**config.mk**
```make
export PLATFORM = sky130hd
export DESIGN_NAME = uart_rx_controller_flat
export DESIGN_NICKNAME = d
export VERILOG_FILES = /design/src/rtl/uart_rx_controller_if.sv /design/src/rtl/uart_rx_controller.sv /design/src/flat_wrapper.sv
export SDC_FILE = /design/constraint.sdc
export NUM_CORES = 1
export LEC_CHECK = 0
export BUFFER_PORTS_ARGS = -buffer_cell sky130_fd_sc_hd__buf_2
export CORE_UTILIZATION = 50
export DETAILED_ROUTE_END_ITERATION = 12
export GPL_TIMING_DRIVEN = 0
export PLACE_DENSITY_LB_ADDON = 0.25
export SLEW_MARGIN = 20
export SYNTH_ARGS = -nofsm -noshare
export SYNTH_HDL_FRONTEND = slang
export SYNTH_SLANG_ARGS = --single-unit
```
**constraint.sdc**
```tcl
create_clock -name clk -period 2.15 [get_ports clk]
set_clock_uncertainty 0.1 [all_clocks]
set_input_delay 0.1075 -clock clk [delete_from_list [all_inputs] [get_ports clk]]
set_output_delay 0.1075 -clock clk [all_outputs]
set_load 0.02 [all_outputs]
```
**src/rtl/uart_rx_controller_if.sv**
```systemverilog
// Bundle of the receiver-control, receiver-status and FIFO read signals.
// The controller attaches through the slave modport; whatever drives the
// controller (host logic plus receiver model) attaches through master.
interface uart_rx_controller_if;
   // Enable / configuration
   logic       enable;
   logic       cfg_load;
   logic [2:0] cfg_baud;
   logic       Rx_EN;
   logic [2:0] baud_select;

   // Receiver status
   logic       Rx_VALID;
   logic       Rx_FERROR;
   logic       Rx_PERROR;
   logic [7:0] Rx_DATA;

   // FIFO read side and status
   logic       rd_en;
   logic [7:0] rd_data;
   logic       rd_valid;
   logic       fifo_empty;
   logic       fifo_full;
   logic       overrun;
   logic       err_clr;
   logic [7:0] err_count;

   modport master (
      output enable, cfg_load, cfg_baud,
      output Rx_VALID, Rx_FERROR, Rx_PERROR, Rx_DATA,
      output rd_en, err_clr,
      input  Rx_EN, baud_select,
      input  rd_data, rd_valid, fifo_empty, fifo_full, overrun, err_count
   );

   modport slave (
      input  enable, cfg_load, cfg_baud,
      input  Rx_VALID, Rx_FERROR, Rx_PERROR, Rx_DATA,
      input  rd_en, err_clr,
      output Rx_EN, baud_select,
      output rd_data, rd_valid, fifo_empty, fifo_full, overrun, err_count
   );
endinterface

```
**src/rtl/uart_rx_controller.sv**
```systemverilog
// UART receiver controller: sequences the receiver enable around baud-rate
// changes (with a quiet period), captures received bytes into a small FIFO
// on the rising edge of Rx_VALID, and keeps a sticky overrun flag and a
// saturating error counter.
module uart_rx_controller #(
   parameter int DEPTH        = 4,   // FIFO depth in bytes, power of two 2..16
   parameter int QUIET_CYCLES = 16   // clocks Rx_EN stays low on reconfiguration
) (
   input logic                 clk,
   input logic                 reset,
   uart_rx_controller_if.slave bus
);

   localparam int AW = $clog2(DEPTH);             // FIFO index width
   localparam int PW = AW + 1;                    // pointer width (extra wrap bit)
   localparam int QW = $clog2(QUIET_CYCLES + 1);  // quiet counter width
   localparam logic [QW-1:0] QUIET_LOAD = QW'(QUIET_CYCLES - 1);

   typedef enum logic [1:0] {
      DISABLED = 2'd0,
      ACTIVE   = 2'd1,
      QUIESCE  = 2'd2
   } state_t;

   // ---------------------------------------------------------------------
   // Enable / reconfiguration state machine
   // ---------------------------------------------------------------------
   state_t        state_reg, state_next;
   logic [QW-1:0] quiet_cnt_reg, quiet_cnt_next;
   logic          rx_en_reg;
   logic [2:0]    baud_reg;

   // Next-state and quiet-counter logic. A cfg_load always wins over the
   // enable level so a baud change can never be skipped.
   always_comb begin
      state_next     = state_reg;
      quiet_cnt_next = quiet_cnt_reg;
      case (state_reg)
         DISABLED: begin
            if (!bus.cfg_load && bus.enable) begin
               state_next = ACTIVE;
            end
         end
         ACTIVE: begin
            if (bus.cfg_load) begin
               state_next     = QUIESCE;
               quiet_cnt_next = QUIET_LOAD;
            end else if (!bus.enable) begin
               state_next = DISABLED;
            end
         end
         QUIESCE: begin
            if (bus.cfg_load) begin
               quiet_cnt_next = QUIET_LOAD;
            end else if (quiet_cnt_reg == '0) begin
               state_next = bus.enable ? ACTIVE : DISABLED;
            end else begin
               quiet_cnt_next = quiet_cnt_reg - QW'(1);
            end
         end
         default: begin
            state_next = DISABLED;
         end
      endcase
   end

   // State register; Rx_EN is registered from the next state so it tracks
   // ACTIVE exactly without a combinational decode on the output.
   always_ff @(posedge clk or posedge reset) begin
      if (reset) begin
         state_reg     <= DISABLED;
         quiet_cnt_reg <= '0;
         rx_en_reg     <= 1'b0;
      end else begin
         state_reg     <= state_next;
         quiet_cnt_reg <= quiet_cnt_next;
         rx_en_reg     <= (state_next == ACTIVE);
      end
   end

   // Baud code register: every cfg_load takes effect on the next edge,
   // whatever the state.
   always_ff @(posedge clk or posedge reset) begin
      if (reset) begin
         baud_reg <= 3'b000;
      end else if (bus.cfg_load) begin
         baud_reg <= bus.cfg_baud;
      end
   end

   // ---------------------------------------------------------------------
   // Byte capture and FIFO
   // ---------------------------------------------------------------------
   logic          valid_d_reg;
   logic [PW-1:0] wr_ptr_reg, rd_ptr_reg;
   logic [7:0]    mem [DEPTH];
   logic [7:0]    rd_data_reg;
   logic          rd_valid_reg;
   logic          overrun_reg;
   logic [7:0]    err_count_reg;

   logic fifo_empty;
   logic fifo_full;
   logic push_evt;   // rising edge of Rx_VALID
   logic pop_ok;     // accepted read
   logic push_ok;    // byte actually stored
   logic drop_evt;   // byte lost because the FIFO is full
   logic err_evt;

   // Occupancy flags come straight from the pointers: equal pointers mean
   // empty, equal indices with differing wrap bits mean full.
   assign fifo_empty = (wr_ptr_reg == rd_ptr_reg);
   assign fifo_full  = (wr_ptr_reg[AW-1:0] == rd_ptr_reg[AW-1:0]) &&
                       (wr_ptr_reg[AW] != rd_ptr_reg[AW]);

   assign push_evt = bus.Rx_VALID & ~valid_d_reg;
   assign pop_ok   = bus.rd_en & ~fifo_empty;
   // A pop in the same cycle frees a slot, so a full FIFO still accepts.
   assign push_ok  = push_evt & (~fifo_full | pop_ok);
   assign drop_evt = push_evt & fifo_full & ~pop_ok;
   assign err_evt  = bus.Rx_FERROR | bus.Rx_PERROR;

   // Rx_VALID delay register for edge detection.
   always_ff @(posedge clk or posedge reset) begin
      if (reset) begin
         valid_d_reg <= 1'b0;
      end else begin
         valid_d_reg <= bus.Rx_VALID;
      end
   end

   // Storage array: write port only, no reset so it maps onto RAM. When the
   // FIFO is full the write slot equals the read slot, and the read below
   // sees the old byte because both use the pre-edge contents.
   always_ff @(posedge clk) begin
      if (push_ok) begin
         mem[wr_ptr_reg[AW-1:0]] <= bus.Rx_DATA;
      end
   end

   // Pointer update; pointers wrap naturally modulo 2*DEPTH.
   always_ff @(posedge clk or posedge reset) begin
      if (reset) begin
         wr_ptr_reg <= '0;
         rd_ptr_reg <= '0;
      end else begin
         if (push_ok) begin
            wr_ptr_reg <= wr_ptr_reg + PW'(1);
         end
         if (pop_ok) begin
            rd_ptr_reg <= rd_ptr_reg + PW'(1);
         end
      end
   end

   // Registered read port and its one-cycle qualifier.
   always_ff @(posedge clk or posedge reset) begin
      if (reset) begin
         rd_data_reg  <= 8'h00;
         rd_valid_reg <= 1'b0;
      end else begin
         rd_valid_reg <= pop_ok;
         if (pop_ok) begin
            rd_data_reg <= mem[rd_ptr_reg[AW-1:0]];
         end
      end
   end

   // Sticky overrun flag; a clear in the same cycle as a drop wins.
   always_ff @(posedge clk or posedge reset) begin
      if (reset) begin
         overrun_reg <= 1'b0;
      end else if (bus.err_clr) begin
         overrun_reg <= 1'b0;
      end else if (drop_evt) begin
         overrun_reg <= 1'b1;
      end
   end

   // Saturating error counter, one count per cycle with an error strobe.
   always_ff @(posedge clk or posedge reset) begin
      if (reset) begin
         err_count_reg <= 8'h00;
      end else if (bus.err_clr) begin
         err_count_reg <= 8'h00;
      end else if (err_evt && (err_count_reg != 8'hFF)) begin
         err_count_reg <= err_count_reg + 8'h01;
      end
   end

   // ---------------------------------------------------------------------
   // Outputs
   // ---------------------------------------------------------------------
   assign bus.Rx_EN       = rx_en_reg;
   assign bus.baud_select = baud_reg;
   assign bus.rd_data     = rd_data_reg;
   assign bus.rd_valid    = rd_valid_reg;
   assign bus.fifo_empty  = fifo_empty;
   assign bus.fifo_full   = fifo_full;
   assign bus.overrun     = overrun_reg;
   assign bus.err_count   = err_count_reg;

endmodule
```
**src/flat_wrapper.sv**
```systemverilog
// flat-port wrapper written by rule: the top's interface ports become plain ports
module uart_rx_controller_flat 
#(
   parameter int DEPTH        = 4,                                             
   parameter int QUIET_CYCLES = 16                                               
)
  (clk, reset, bus_enable, bus_cfg_load, bus_cfg_baud, bus_Rx_VALID, bus_Rx_FERROR, bus_Rx_PERROR, bus_Rx_DATA, bus_rd_en, bus_err_clr, bus_Rx_EN, bus_baud_select, bus_rd_data, bus_rd_valid, bus_fifo_empty, bus_fifo_full, bus_overrun, bus_err_count);
  uart_rx_controller_if bus_i ();
  input logic clk;
  input logic reset;
  input wire logic [$bits(bus_i.enable)-1:0] bus_enable;
  input wire logic [$bits(bus_i.cfg_load)-1:0] bus_cfg_load;
  input wire logic [$bits(bus_i.cfg_baud)-1:0] bus_cfg_baud;
  input wire logic [$bits(bus_i.Rx_VALID)-1:0] bus_Rx_VALID;
  input wire logic [$bits(bus_i.Rx_FERROR)-1:0] bus_Rx_FERROR;
  input wire logic [$bits(bus_i.Rx_PERROR)-1:0] bus_Rx_PERROR;
  input wire logic [$bits(bus_i.Rx_DATA)-1:0] bus_Rx_DATA;
  input wire logic [$bits(bus_i.rd_en)-1:0] bus_rd_en;
  input wire logic [$bits(bus_i.err_clr)-1:0] bus_err_clr;
  output wire logic [$bits(bus_i.Rx_EN)-1:0] bus_Rx_EN;
  output wire logic [$bits(bus_i.baud_select)-1:0] bus_baud_select;
  output wire logic [$bits(bus_i.rd_data)-1:0] bus_rd_data;
  output wire logic [$bits(bus_i.rd_valid)-1:0] bus_rd_valid;
  output wire logic [$bits(bus_i.fifo_empty)-1:0] bus_fifo_empty;
  output wire logic [$bits(bus_i.fifo_full)-1:0] bus_fifo_full;
  output wire logic [$bits(bus_i.overrun)-1:0] bus_overrun;
  output wire logic [$bits(bus_i.err_count)-1:0] bus_err_count;
  assign bus_i.enable = bus_enable;
  assign bus_i.cfg_load = bus_cfg_load;
  assign bus_i.cfg_baud = bus_cfg_baud;
  assign bus_i.Rx_VALID = bus_Rx_VALID;
  assign bus_i.Rx_FERROR = bus_Rx_FERROR;
  assign bus_i.Rx_PERROR = bus_Rx_PERROR;
  assign bus_i.Rx_DATA = bus_Rx_DATA;
  assign bus_i.rd_en = bus_rd_en;
  assign bus_i.err_clr = bus_err_clr;
  assign bus_Rx_EN = bus_i.Rx_EN;
  assign bus_baud_select = bus_i.baud_select;
  assign bus_rd_data = bus_i.rd_data;
  assign bus_rd_valid = bus_i.rd_valid;
  assign bus_fifo_empty = bus_i.fifo_empty;
  assign bus_fifo_full = bus_i.fifo_full;
  assign bus_overrun = bus_i.overrun;
  assign bus_err_count = bus_i.err_count;
  uart_rx_controller #(.DEPTH(DEPTH), .QUIET_CYCLES(QUIET_CYCLES)) u_core (.clk(clk), .reset(reset), .bus(bus_i));
endmodule
```
======== Word-level counts from Yosys, hierarchy flattened ========
Memories as Yosys holds them, arrays and structs flattened. A register that Yosys moved wholly into a read port is not among the register bits.
Cells that the tools add are included.
word-level totals
  bits in registers ....................... 28
  bits in writable memories ............... 32
  bits of input ports ..................... 20
  output and inout bits ................... 24
  logic and storage cells ................. 62
  memories kept ........................... 1
operators by class
  $add $sub $neg .......................... 4
  eq/ne operators ......................... 9
  mux-type cells .......................... 17
  bitwise gates (word level) .............. 11
  reduce and logical (&&, ||, !) cells .... 10
memory list
  name        words  width  rd ports  clocked after memory_dff  write ports  line                      text
  u_core.mem  4      8      1         1                         1            uart_rx_controller.sv:96  logic [7:0] mem [DEPTH];
operators with widths
  kind                                                  count
  2-to-1 mux 8 bit                                      2
  2-to-1 mux 5 bit                                      3
  2-to-1 mux 2 bit                                      5
  case mux 5 bit (2 select lines)                       1
  adder 8 x 1 -> 8 bit (second input constant)          1
  inequality test 8 bit (second input constant)         1
  adder 3 x 1 -> 3 bit (second input constant)          2
  case mux 2 bit (3 select lines)                       1
  nonzero test 2 bit                                    3
  bitwise AND 1 bit                                     5
  logical NOT 5 bit                                     1
  2-to-1 mux 1 bit                                      5
  subtractor 5 x 1 -> 5 bit (second input constant)     1
  equality test 2 x 1 -> 1 bit (second input constant)  2
  inverter 1 bit                                        4
  equality test 3 bit                                   1
  logical AND 1 bit                                     3
  inequality test 3 bit (second input constant)         1
  AND reduction 3 bit                                   1
  equality test 2 bit                                   1
  equality test 2 bit (second input constant)           1
  logical NOT 2 bit                                     1
  inequality test 2 bit (second input constant)         1
  OR 1 bit                                              2
  2 further kinds                                       2

======== Longest topological paths before layout ========
Gate-level depths: netlist (run 1).
  depth after elaboration ................. 7
  gate-level depth with buffers ........... 6
  depth with buffers taken out ............ 6

======== Worst setup path after synthesis (run 1) ========
OpenSTA, ideal clock, no wires.
  path type ............................... reg-to-reg
  start point ............................. reg u_core.err_count_reg[0] (netlist: u_core.bus.err_count[0])
  end point ............................... reg u_core.err_count_reg[5] (netlist: u_core.bus.err_count[5])
  arrival time ............................ 1.567 ns
  required time ........................... 1.972 ns
  path slack .............................. 0.405 ns
  stages on the path, launching flop included .. 6
  cells stage by stage .................... dfrtp_1 > ha_1 > nand3_1 > o22ai_2 > or4_1 > a21oi_1
between the ends
  longest elaborated chain between the ends .. 3
  elaborated cells on any way between the ends .. 6
  those cells by class .................... 1 x add/sub; 1 x eq/ne; 2 x mux; 2 x reduce/logical
ends and longest elaborated chain
  what                                                                  line                                                  text
  from (decl)                                                           uart_rx_controller.sv:100                             logic [7:0] err_count_reg;
  from (signal assigned)                                                uart_rx_controller.sv:187                             err_count_reg <= err_count_reg + 8'h01;
  adder 8 x 1 -> 8 bit / inequality test 8 bit (equally long branches)  uart_rx_controller.sv:187, uart_rx_controller.sv:186
  2-to-1 mux 8 bit / logical AND 1 bit (equally long branches)          uart_rx_controller.sv:186                             end else if (err_evt && (err_count_reg != 8'hFF)) begin
  2-to-1 mux 8 bit / nonzero test 2 bit (equally long branches)         -
Several ways; a longest one is shown, not always the timed one. The select of a mux whose other input is x is not followed.
A chain may end at the register's enable or synchronous reset.

======== Worst setup path in the final report (run 1) ========
  start point ............................. reg u_core.rd_ptr_reg[0]
  end point ............................... mem u_core.mem[0][6] (enable)
between the ends
  longest elaborated chain between the ends .. 7
  elaborated cells on any way between the ends .. 10
  those cells by class .................... 2 x eq/ne; 2 x mux; 5 x bitwise; 1 x reduce/logical
ends and longest elaborated chain
  what                                                               line                                                  text
  from (decl)                                                        uart_rx_controller.sv:95                              logic [PW-1:0] wr_ptr_reg, rd_ptr_reg;
  from (signal assigned)                                             uart_rx_controller.sv:151                             rd_ptr_reg <= rd_ptr_reg + PW'(1);
  equality test 3 bit / equality test 2 bit (equally long branches)  uart_rx_controller.sv:112, uart_rx_controller.sv:113
  inverter 1 bit / logical AND 1 bit (equally long branches)         uart_rx_controller.sv:117, uart_rx_controller.sv:113
  bitwise AND 1 bit / inverter 1 bit (equally long branches)         uart_rx_controller.sv:117, uart_rx_controller.sv:119
  OR 1 bit *                                                         uart_rx_controller.sv:119                             assign push_ok = push_evt & (~fifo_full | pop_ok);
  bitwise AND 1 bit *                                                uart_rx_controller.sv:119
  2-to-1 mux 1 bit *                                                 uart_rx_controller.sv:136                             if (push_ok) begin
  2-to-1 mux 1 bit (implied by the code) *                           uart_rx_controller.sv:137                             mem[wr_ptr_reg[AW-1:0]] <= bus.Rx_DATA;
  to (decl)                                                          uart_rx_controller.sv:96
Mark *: on every way between the ends. The rest lies on a longest branch, timed or not.

==> reports/summary.json, run 1 <==
{
  "critical_path": {
    "regToRegSetupSlack_ns": 0.25,
    "worst_setup_path_end_kind": "register",
    "worst-endpoint-required_ns": 2.04,
    "cp_max_fo": 10,
    "worst-setup-path-type": "register to register",
    "crit_arrival_ns": 1.79,
    "crit_path_start_kind": "register"
  },
  "routing": {
    "drtAntennaViolNets": 0,
    "detail_route.vias_per_cell": 5.13,
    "detailedRoute.firstPassIterationCount": 4,
    "route.final.wire_length_um": 5180,
    "route.vias.total": 1756,
    "drt_drc_violations_left": 0,
    "mean_routed_wirelength_per_cell_um": 15.1,
    "initial_drc_count": 62
  },
  "final_layout": {
    "fillerInstances": 449,
    "post-route-util_pct": 65.3,
    "largest_register_ff_count": 32,
    "mostFrequentLayoutCell": "sky130_fd_sc_hd__buf_2",
    "antenna_cells": 0,
    "layout_cell_share_with_drive_strength_beyond_1_pct": 31.1,
    "nNetsFinal": 292,
    "area_delta_synth_final_pct": 23.2,
    "most-common-layout-cells": "42 x sky130_fd_sc_hd__buf_2, 36 x sky130_fd_sc_hd__dfrtp_1, 32 x sky130_fd_sc_hd__edfxtp_1",
    "layout.cells.non_filler": 342
  },
  "floorplan": {
    "core_sq_um": 5610,
    "pin_count": 44,
    "initial_utilization_pct": 53.0,
    "die_width_um": 79.1,
    "num_rows": 27,
    "fp.dieH_um": 79.1,
    "floorplan.die_area_sq_um": 6250
  },
  "clock_tree": {
    "post_cts_setup_buffer_count": 0,
    "cts.clk_slew.worst_paths_ns": 0.07,
    "insertion_delay_ns": 0.34,
    "htree_num_levels": 3,
    "tritoncts": "yes",
    "clk_root_buffer_cell": "sky130_fd_sc_hd__clkbuf_8",
    "cts-resized-gates": 0,
    "clock-sinks": 68,
    "numCtsBuffers": 9,
    "max-clock-path-buffers": 2
  },
  "timing": {
    "finalWorstPathRequiredPeriod_ns": 1.90,
    "rsz0062_at_grt": "false",
    "post-route-period-util_pct": 88.3,
    "tightest_slew_ns": 0.476,
    "max_freq_mhz": 527,
    "hold_viol": 0,
    "totalNegativeSetupSlack_ns": 0,
    "final-setup-viol-count": 0,
    "final-max-slew-violation-count": 0,
    "timing.max_slew.rel_slack_pct": 68.3
  },
  "synthesis": {
    "post_synthesis_sequential_area_ratio_pct": 62.7,
    "netlist_top_cells_area": "sky130_fd_sc_hd__edfxtp_1 32%, sky130_fd_sc_hd__dfrtp_1 30%, sky130_fd_sc_hd__mux4_1 5.3%",
    "synthesis.area_per_instance_sq_um": 15.3,
    "synth_top_flop_cell": "sky130_fd_sc_hd__dfrtp_1",
    "synthCells": 194,
    "synth_warnings": 0,
    "yosys_register_bits": 68,
    "synth_top_area_cell": "sky130_fd_sc_hd__edfxtp_1",
    "synth_top_area_share_pct": 32.4,
    "synthesis.nets": 221,
    "synth-async-reset-ratio_pct": 52.9,
    "netlist-cell-type-count": 41,
    "synth_edf_count": 32,
    "synth_area_sq_um": 2970
  },
  "placed_design": {
    "place.gp.congestion": 0.746,
    "place_inst": 309,
    "dpl_wire_length_um": 3390,
    "port-buffer-count": 42
  },
  "grt": {
    "grt_antenna_before_repair": 0,
    "grt_max_degree": 24,
    "via_count_of_the_first_global_routing_pass": 1826,
    "globalRoute.totalOverflow": 0,
    "gr-usage-all-layers_pct": 19.1,
    "grt_first_pass_wirelength_um": 8630
  },
  "pwr": {
    "powerDensity_nw_per_um2": 1130,
    "leakage_power_total_nw": 1.58,
    "max-vdd-ir-drop_uv": 599
  },
  "flow_run": {
    "maxCapViolCount": 0
  },
  "hold_path": {
    "worstHoldPathType": "input pin to register"
  },
  "run_status": {
    "status": "complete, no violations"
  }
}
==> metal layers <==
metal	global-route usage, %	part of all wire (%)
met1	23.1	45
met2	30.9	50
met3	4.60	2.3
met4	11.6	2.6
met5	0	0
==> worst paths after layout <==
path / from / to / depth (start not counted)
max reg2reg: u_core.rd_ptr_reg[0]$_DFFE_PP0P_ / u_core.mem[0][6]$_DFFE_PP_ / 4
max in group asynchronous: reset / u_core.bus.rd_data[1]$_DFFE_PP0P_ / 4
min: bus_err_clr / u_core.bus.err_count[7]$_DFFE_PP0P_ / 2
min in group asynchronous: reset / u_core.bus.err_count[7]$_DFFE_PP0P_ / 3
max: u_core.rd_ptr_reg[0]$_DFFE_PP0P_ / u_core.mem[0][6]$_DFFE_PP_ / 4
min reg2reg: u_core.bus.rd_data[6]$_DFFE_PP0P_ / u_core.bus.rd_data[6]$_DFFE_PP0P_ / 1
==> area by class of cell <==
class                           count  area, sq um  area share (%)
Sequential cell                    68         1860            50.9
Multi-Input combinational cell    111         1030            28.1
Timing Repair Buffer               60          408            11.1
Clock buffer                       10          128            3.49
Tap cell                           72         90.1            2.46
Clock inverter                      6         63.8            1.74
Inverter                           11         41.3            1.13
Buffer                              4         37.5            1.03
==> cell families after synthesis <==
logic type	after synthesis	share of synthesized area (%)
AOI/OAI and AO/OA	20	4.93
xor gates and xnor gates	13	4.34
adders and majority gates	7	2.95
buffers and inverters	15	2.65
DFF	68	62.7
muxes	23	13.4
and+or+nand+nor	48	9.01
==> synth_stat cells, drive strengths merged (2+ instances only) <==
cell type and count:
dfrtp 36, edfxtp 32, mux2 13, inv 11, nor2 11, nand2 9
mux4 8, xor2 8, ha 7, and3 6, a21oi 5, o21ai 5
xnor2 5, buf 4, a31oi 3, nand3 3, nor2b 3, nor3 3
or3 3, and2 2, mux2i 2, nand2b 2, nand4 2, o22ai 2
==> stage by stage <==
stage               setup WS (ns)  power (W)  hold slack [ns]  instance area (sq um)
floorplan                   0.405    0.00277           0.0389                   2970
CTS                         0.238    0.00417           0.0352                   3660
global route                0.172    0.00433           0.0538                   3660
detailed placement          0.244    0.00311          0.00250                   3300
finish                      0.251    0.00412           0.0442                   3660
global placement            0.289    0.00306            0.128                   3270
==> worst max-delay path: stages (launching register included) <==
cell and delay (ns):
sky130_fd_sc_hd__dfrtp_1 0.40, sky130_fd_sc_hd__buf_6 0.17, sky130_fd_sc_hd__xnor2_2 0.17, sky130_fd_sc_hd__nand4_1 0.21, sky130_fd_sc_hd__and3_1 0.50
==> report_power, final <==
group / leakage [nW] / internal [W] / switching, W / total [W]
Sequential: 0.726 / 0.00161 / 0.000158 / 0.00176
Clock: 0.0927 / 0.000535 / 0.000493 / 0.00103
Combinational: 0.763 / 0.000671 / 0.000657 / 0.00133
Total: 1.58 / 0.00281 / 0.00131 / 0.00412
==> timing repair <==
item,in CTS,in global routing
hold buffers,17,0
endpoints found under the hold margin,75,0
endpoints found under the setup margin,0,0
Power figures use the tool's default switching activity.
==> inputs of run 2 (changes only) <==
--- a/config.mk
+++ b/config.mk
@@ -6,7 +6,9 @@
 export NUM_CORES = 1
 export LEC_CHECK = 0
 export BUFFER_PORTS_ARGS = -buffer_cell sky130_fd_sc_hd__buf_2
-export CORE_UTILIZATION = 50
+export CELL_PAD_IN_SITES_DETAIL_PLACEMENT = 0
+export CELL_PAD_IN_SITES_GLOBAL_PLACEMENT = 1
+export CORE_UTILIZATION = 47
 export DETAILED_ROUTE_END_ITERATION = 12
 export GPL_TIMING_DRIVEN = 0
 export PLACE_DENSITY_LB_ADDON = 0.25
==> reports/summary.json, run 2 (synthesis results as in run 1) <==
{
  "run_status": {
    "status": "complete, no violations"
  },
  "clock_tree": {
    "numCtsBuffers": {"value": 9, "change": "unchanged"},
    "post_cts_setup_buffer_count": {"value": 0, "change": "unchanged"},
    "cts.clk_slew.worst_paths": {"value": 0.07, "unit": "ns", "change": "about the same"},
    "max-clock-path-buffers": {"value": 2, "change": "unchanged"},
    "htree_num_levels": {"value": 3, "change": "unchanged"},
    "clock-sinks": {"value": 68, "change": "unchanged"},
    "insertion_delay": {"value": 0.33, "unit": "ns", "change": "about the same"},
    "tritoncts": "yes",
    "cts-resized-gates": {"value": 0, "change": "unchanged"},
    "postCtsHoldBufs": {"value": 15, "change": "-2"},
    "clk_root_buffer_cell": "sky130_fd_sc_hd__clkbuf_8"
  },
  "final_layout": {
    "largest_register_ff_count": {"value": 32, "change": "unchanged"},
    "area_delta_synth_final_pct": 23.0,
    "layout_cell_share_with_drive_strength_beyond_1": {"value": 30.6, "unit": "%", "change": "-0.51 points"},
    "most-common-layout-cells": "42 x sky130_fd_sc_hd__buf_2, 36 x sky130_fd_sc_hd__dfrtp_1, 32 x sky130_fd_sc_hd__edfxtp_1",
    "nNetsFinal": {"value": 290, "change": "-0.68%"},
    "mostFrequentLayoutCell": "sky130_fd_sc_hd__buf_2",
    "antenna_cells": {"value": 0, "change": "unchanged"}
  },
  "critical_path": {
    "worst-endpoint-required": {"value": 2.03, "unit": "ns", "change": "about the same"},
    "crit_chain": "buf_6, xnor2_2, nand4_1, and3_1",
    "worst_path_slowest_cell": "sky130_fd_sc_hd__and3_1",
    "crit_path_start_kind": "register",
    "crit_arrival": {"value": 1.78, "unit": "ns", "change": "about the same"},
    "cp_max_fo": {"value": 10, "change": "unchanged"},
    "worst-setup-path-type": "register to register",
    "crit_family": "simple AND/OR/NAND/NOR gates",
    "worst_path_largest_cell_delay": {"value": 0.50, "unit": "ns", "change": "about the same"},
    "worst-path-buf-inv": {"value": 1, "change": "unchanged"},
    "worst_setup_path_end_kind": "register"
  },
  "timing": {
    "totalNegativeSetupSlack": {"value": 0, "unit": "ns", "change": "unchanged"},
    "final-max-slew-violation-count": {"value": 0, "change": "unchanged"},
    "max_freq": {"value": 524, "unit": "MHz", "change": "-0.50%"},
    "hold_viol": {"value": 0, "change": "unchanged"},
    "final-setup-viol-count": {"value": 0, "change": "unchanged"},
    "fin_worst_hold_slack": {"value": 0.0758, "unit": "ns", "change": "+0.0316 ns"},
    "tightest_slew": {"value": 0.473, "unit": "ns", "change": "-0.00261 ns"},
    "finalWorstPathRequiredPeriod": {"value": 1.91, "unit": "ns", "change": "+0.00959 ns"},
    "post-route-period-util": {"value": 88.8, "unit": "%", "change": "+0.45 points"},
    "rsz0062_at_grt": "false",
    "timing.max_slew.rel_slack": {"value": 68.4, "unit": "%", "change": "+0.17 points"}
  },
  "flow_run": {
    "maxCapViolCount": {"value": 0, "change": "unchanged"}
  },
  "routing": {
    "initial_drc_count": {"value": 64, "change": "+3.2%"},
    "detailedRoute.firstPassIterationCount": {"value": 4, "change": "unchanged"},
    "route.vias.total": {"value": 1746, "change": "-0.57%"},
    "drtAntennaViolNets": {"value": 0, "change": "unchanged"},
    "drt_drc_violations_left": {"value": 0, "change": "unchanged"},
    "mean_routed_wirelength_per_cell": {"value": 14.8, "unit": "um", "change": "-2.4%"},
    "detail_route.vias_per_cell": {"value": 5.09, "change": "-0.86%"},
    "route.final.wire_length": {"value": 5070, "unit": "um", "change": "-2.1%"}
  },
  "floorplan": {
    "die_width": {"value": 81.5, "unit": "um", "change": "+3.1%"},
    "fp.dieH": {"value": 81.5, "unit": "um", "change": "+3.1%"},
    "floorplan.die_area": {"value": 6640, "unit": "sq um", "change": "+6.2%"},
    "num_rows": {"value": 28, "change": "+3.7%"},
    "pin_count": {"value": 44, "change": "unchanged"},
    "initial_utilization": {"value": 49.6, "unit": "%", "change": "-3.4 points"},
    "core": {"value": 5990, "unit": "sq um", "change": "+6.8%"}
  },
  "grt": {
    "grt_first_pass_wirelength": {"value": 8120, "unit": "um", "change": "-5.8%"},
    "globalRoute.totalOverflow": {"value": 0, "change": "unchanged"},
    "gr-usage-all-layers": {"value": 17.4, "unit": "%", "change": "-1.7 points"},
    "grt_max_degree": {"value": 28, "change": "+17%"},
    "grt_antenna_before_repair": {"value": 0, "change": "unchanged"},
    "via_count_of_the_first_global_routing_pass": {"value": 1663, "change": "-8.9%"}
  },
  "placed_design": {
    "place.gp.congestion": {"value": 0.701, "change": "-6.0%"},
    "dpl_wire_length": {"value": 3320, "unit": "um", "change": "-1.9%"},
    "port-buffer-count": {"value": 42, "change": "unchanged"}
  },
  "pwr": {
    "max-vdd-ir-drop": {"value": 629, "unit": "uV", "change": "+5.1%"},
    "powerDensity": {"value": 1150, "unit": "nW/um^2", "change": "+1.9%"},
    "leakage_power_total": {"value": 1.58, "unit": "nW", "change": "about the same"}
  },
  "hold_path": {
    "worstHoldPathType": "input pin to register"
  }
}
## run 2: layer usage
layer	vias to the layer above	track usage (%)	part of all wire, %
li1	854	-	-
met1	854	22.3	45
met2	28	27.1	50
met3	10	4.00	3.0
met4	0	10.2	1.9
met5	-	0	0
## run 2: path summary, 6_finish.rpt
check	slack, ns	depth (start not counted)	startpoint	end
worst max-delay path	0.24	4	u_core.rd_ptr_reg[1]$_DFFE_PP0P_	u_core.mem[0][3]$_DFFE_PP_
worst min-delay path	0.08	2	bus_err_clr	u_core.bus.err_count[6]$_DFFE_PP0P_
worst max register to register	0.24	4	u_core.rd_ptr_reg[1]$_DFFE_PP0P_	u_core.mem[0][3]$_DFFE_PP_
worst min register to register	0.40	1	u_core.bus.baud_select[2]$_DFFE_PP0P_	u_core.bus.baud_select[2]$_DFFE_PP0P_
max in group asynchronous	1.40	4	reset	u_core.bus.err_count[0]$_DFFE_PP0P_
min in group asynchronous	0.14	3	reset	u_core.bus.Rx_EN$_DFF_PP0_
## run 2: cell type report
| class | instances | area, sq um |
|---|---|---|
| Fill cell | 471 | 2340 |
| Sequential cell | 68 | 1860 |
| Multi-Input combinational cell | 111 | 1030 |
| Timing Repair Buffer | 58 | 380 |
| Clock buffer | 11 | 131 |
| Tap cell | 75 | 93.8 |
| Clock inverter | 5 | 77.6 |
| Inverter | 11 | 41.3 |
| Buffer | 4 | 37.5 |
## run 2: metrics by stage
step	worst slack, ns	instance area (sq um)	std cells	total power (W)	util, %
after floorplan	0.405	2970	194	0.00277	-
final	0.241	3650	343	0.00419	61.0
after CTS	0.226	3650	343	0.00425	61.0
after detailed placement	0.235	3290	312	0.00311	55.0
after global placement	0.266	3270	311	0.00307	54.7
after global routing	0.118	3650	343	0.00443	61.0
## run 2: power by group
part	internal (W)	switching, W	leakage (nW)
sequential	0.00161	0.000156	0.726
clock	0.000650	0.000463	0.105
combinational	0.000666	0.000649	0.751
total	0.00292	0.00127	1.58
==> inputs of run 3 (changes only) <==
--- a/config.mk
+++ b/config.mk
@@ -8,7 +8,7 @@
 export BUFFER_PORTS_ARGS = -buffer_cell sky130_fd_sc_hd__buf_2
 export CELL_PAD_IN_SITES_DETAIL_PLACEMENT = 0
 export CELL_PAD_IN_SITES_GLOBAL_PLACEMENT = 1
-export CORE_UTILIZATION = 47
+export CORE_UTILIZATION = 42
 export DETAILED_ROUTE_END_ITERATION = 12
 export GPL_TIMING_DRIVEN = 0
 export PLACE_DENSITY_LB_ADDON = 0.25
==> constraint.sdc (replaced) <==
create_clock -name clk -period 1.7 [get_ports clk]
set_clock_uncertainty 0.1 [all_clocks]
set_input_delay 0.085 -clock clk [delete_from_list [all_inputs] [get_ports clk]]
set_output_delay 0.085 -clock clk [all_outputs]
set_load 0.02 [all_outputs]
==> reports/summary.json, run 3 (synthesis results as in run 1) <==
{
  "timing": {
    "post-route-period-util": {"value": 97.4, "unit": "%", "change": "+8.6 points"},
    "final-max-slew-violation-count": {"value": 0, "change": "unchanged"},
    "max_freq": {"value": 604, "unit": "MHz", "change": "+15%"},
    "totalNegativeSetupSlack": {"value": 0, "unit": "ns", "change": "unchanged"},
    "timing.max_slew.rel_slack": {"value": 64.6, "unit": "%", "change": "-3.8 points"},
    "finalWorstPathRequiredPeriod": {"value": 1.66, "unit": "ns", "change": "-0.253 ns"},
    "hold_viol": {"value": 0, "change": "unchanged"},
    "rsz0062_at_grt": "true",
    "tightest_slew": {"value": 0.530, "unit": "ns", "change": "+0.0565 ns"},
    "final-setup-viol-count": {"value": 0, "change": "unchanged"},
    "fin_worst_hold_slack": {"value": 0.0418, "unit": "ns", "change": "-0.0340 ns"},
    "final_worst_slack": {"value": 0.0443, "unit": "ns", "change": "-0.197 ns"}
  },
  "clock_tree": {
    "htree_num_levels": {"value": 3, "change": "unchanged"},
    "tritoncts": "yes",
    "insertion_delay": {"value": 0.34, "unit": "ns", "change": "about the same"},
    "max-clock-path-buffers": {"value": 2, "change": "unchanged"},
    "numCtsBuffers": {"value": 9, "change": "unchanged"},
    "cts.clk_slew.worst_paths": {"value": 0.08, "unit": "ns", "change": "about the same"},
    "clk_root_buffer_cell": "sky130_fd_sc_hd__clkbuf_8",
    "clock-sinks": {"value": 68, "change": "unchanged"}
  },
  "grt": {
    "globalRoute.totalOverflow": {"value": 0, "change": "unchanged"},
    "grt_first_pass_wirelength": {"value": 8570, "unit": "um", "change": "+5.5%"},
    "via_count_of_the_first_global_routing_pass": {"value": 1760, "change": "+5.8%"},
    "grt_antenna_before_repair": {"value": 0, "change": "unchanged"},
    "gr-usage-all-layers": {"value": 15.8, "unit": "%", "change": "-1.6 points"},
    "grt_max_degree": {"value": 33, "change": "+18%"}
  },
  "routing": {
    "drt_drc_violations_left": {"value": 0, "change": "unchanged"},
    "mean_routed_wirelength_per_cell": {"value": 14.3, "unit": "um", "change": "-3.5%"},
    "route.final.wire_length": {"value": 5390, "unit": "um", "change": "+6.3%"},
    "drtAntennaViolNets": {"value": 0, "change": "unchanged"},
    "initial_drc_count": {"value": 72, "change": "+13%"},
    "route.vias.total": {"value": 1823, "change": "+4.4%"},
    "detail_route.vias_per_cell": {"value": 4.82, "change": "-5.3%"},
    "detailedRoute.firstPassIterationCount": {"value": 4, "change": "unchanged"}
  },
  "placed_design": {
    "place.gp.congestion": {"value": 0.721, "change": "+2.8%"},
    "dpl_wire_length": {"value": 3210, "unit": "um", "change": "-3.3%"},
    "port-buffer-count": {"value": 42, "change": "unchanged"},
    "place_worst_setup_slack": {"value": -0.227, "unit": "ns", "change": "-0.462 ns"}
  },
  "critical_path": {
    "crit_path_start_kind": "register",
    "worst_setup_path_end_kind": "register",
    "worst-endpoint-required": {"value": 1.82, "unit": "ns", "change": "-0.21 ns"},
    "cp_max_fo": {"value": 7, "change": "-3"},
    "worst-path-buf-inv": {"value": 2, "change": "+1"},
    "crit_chain": "buf_12, xnor2_4, nand4_1, buf_6, and3_2, xor2_1",
    "r2r_end": "u_core.wr_ptr_reg[2]$_DFFE_PP0P_",
    "crit_family": "flip-flops",
    "worst_r2r_path_depth": {"value": 6, "change": "+2"},
    "worst_path_largest_cell_delay": {"value": 0.41, "unit": "ns", "change": "-0.09 ns"},
    "crit_arrival": {"value": 1.77, "unit": "ns", "change": "about the same"},
    "worst-setup-path-type": "register to register",
    "regToRegSetupSlack": {"value": 0.04, "unit": "ns", "change": "-0.20 ns"},
    "worst_path_slowest_cell": "sky130_fd_sc_hd__dfrtp_1",
    "regToRegStartpoint": "u_core.rd_ptr_reg[0]$_DFFE_PP0P_"
  },
  "final_layout": {
    "mostFrequentLayoutCell": "sky130_fd_sc_hd__buf_2",
    "nNetsFinal": {"value": 304, "change": "+4.8%"},
    "most-common-layout-cells": "40 x sky130_fd_sc_hd__buf_2, 34 x sky130_fd_sc_hd__dfrtp_1, 32 x sky130_fd_sc_hd__edfxtp_1",
    "antenna_cells": {"value": 0, "change": "unchanged"},
    "largest_register_ff_count": {"value": 32, "change": "unchanged"},
    "post-route-util": {"value": 57.1, "unit": "%", "change": "-3.9 points"},
    "area_delta_synth_final_pct": 30.5,
    "layout_cell_share_with_drive_strength_beyond_1": {"value": 39.0, "unit": "%", "change": "+8.4 points"}
  },
  "hold_path": {
    "worstHoldPathType": "input pin to register",
    "hold_depth": {"value": 2, "change": "unchanged"},
    "hold_end": "u_core.bus.err_count[6]$_DFFE_PP0P_",
    "min_from": "bus_err_clr"
  },
  "pwr": {
    "powerDensity": {"value": 1470, "unit": "nW/um^2", "change": "+28%"},
    "leakage_power_total": {"value": 1.63, "unit": "nW", "change": "+2.7%"},
    "max-vdd-ir-drop": {"value": 908, "unit": "uV", "change": "+44%"}
  },
  "floorplan": {
    "initial_utilization": {"value": 43.7, "unit": "%", "change": "-5.9 points"},
    "pin_count": {"value": 44, "change": "unchanged"},
    "core": {"value": 6790, "unit": "sq um", "change": "+13%"},
    "die_width": {"value": 86.1, "unit": "um", "change": "+5.6%"},
    "num_rows": {"value": 30, "change": "+7.1%"},
    "fp.dieH": {"value": 86.1, "unit": "um", "change": "+5.6%"},
    "floorplan.die_area": {"value": 7410, "unit": "sq um", "change": "+12%"}
  },
  "run_status": {
    "status": "complete, no violations"
  },
  "flow_run": {
    "maxCapViolCount": {"value": 0, "change": "unchanged"}
  }
}
[run 3: area by class of cell]
type	instances	area, sq um
fill	579	2920
sequential	68	1860
multi-input combinational	112	1080
timing repair buffer	71	514
clock buffer	9	124
tap	96	120
clock inverter	7	75.1
buffer	4	55.1
inverter	11	41.3
[run 3: repair_timing]
action | 4_1_cts | 5_1_grt
gates resized for setup | 11 | 18
pin swaps | 5 | 2
cloned | 0 | 1
hold buffers | 18 | 0
setup buffers | 8 | 2
endpoints found under the setup margin | 45 | 51
endpoints found under the hold margin | 75 | 0
[run 3: worst reg2reg max path, delay by kind of cell (launching register included)]
| family | cells | cell delay [ns] |
|---|---|---|
| xor gates and xnor gates | 2 | 0.34 |
| and+or+nand+nor | 2 | 0.37 |
| DFF | 1 | 0.41 |
| buffers and inverters | 2 | 0.31 |
[run 3: metrics by stage]
stage / area (sq um) / instances / total power, W
after floorplan: 2980 / 194 / 0.00351
after global placement: 3310 / 332 / 0.00389
after detailed placement: 3330 / 333 / 0.00392
after CTS: 3830 / 375 / 0.00558
after global routing: 3880 / 378 / 0.00599
final: 3880 / 378 / 0.00568
[run 3: worst max-delay path by stage]
stage	from	to	slack, ns	depth (start not counted)
5_1_grt	u_core.rd_ptr_reg[0]$_DFFE_PP0P_	bus_fifo_empty	-0.03	5
2_1_floorplan	u_core.bus.err_count[0]$_DFFE_PP0P_	u_core.bus.err_count[5]$_DFFE_PP0P_	0.03	5
3_5_place_dp	u_core.rd_ptr_reg[0]$_DFFE_PP0P_	u_core.mem[0][6]$_DFFE_PP_	-0.23	4
4_1_cts	u_core.rd_ptr_reg[0]$_DFFE_PP0P_	u_core.wr_ptr_reg[1]$_DFFE_PP0P_	-0.04	5
6_report	u_core.rd_ptr_reg[0]$_DFFE_PP0P_	u_core.wr_ptr_reg[2]$_DFFE_PP0P_	0.04	6
3_3_place_gp	u_core.rd_ptr_reg[0]$_DFFE_PP0P_	u_core.mem[0][6]$_DFFE_PP_	-0.21	4
[run 3: routing by layer]
layer | wire length (um) | track usage (%) | vias up
li1 | - | - | 881
met1 | 2410 | 19.8 | 895
met2 | 2740 | 25.9 | 41
met3 | 182 | 4.14 | 6
met4 | 60 | 7.27 | 0
met5 | 0 | 0 | -
[run 3: power by group]
group / internal (W) / total [W] / switching, W
clock network: 0.000684 / 0.00133 / 0.000647
logic: 0.00117 / 0.00210 / 0.000937
registers: 0.00203 / 0.00225 / 0.000215
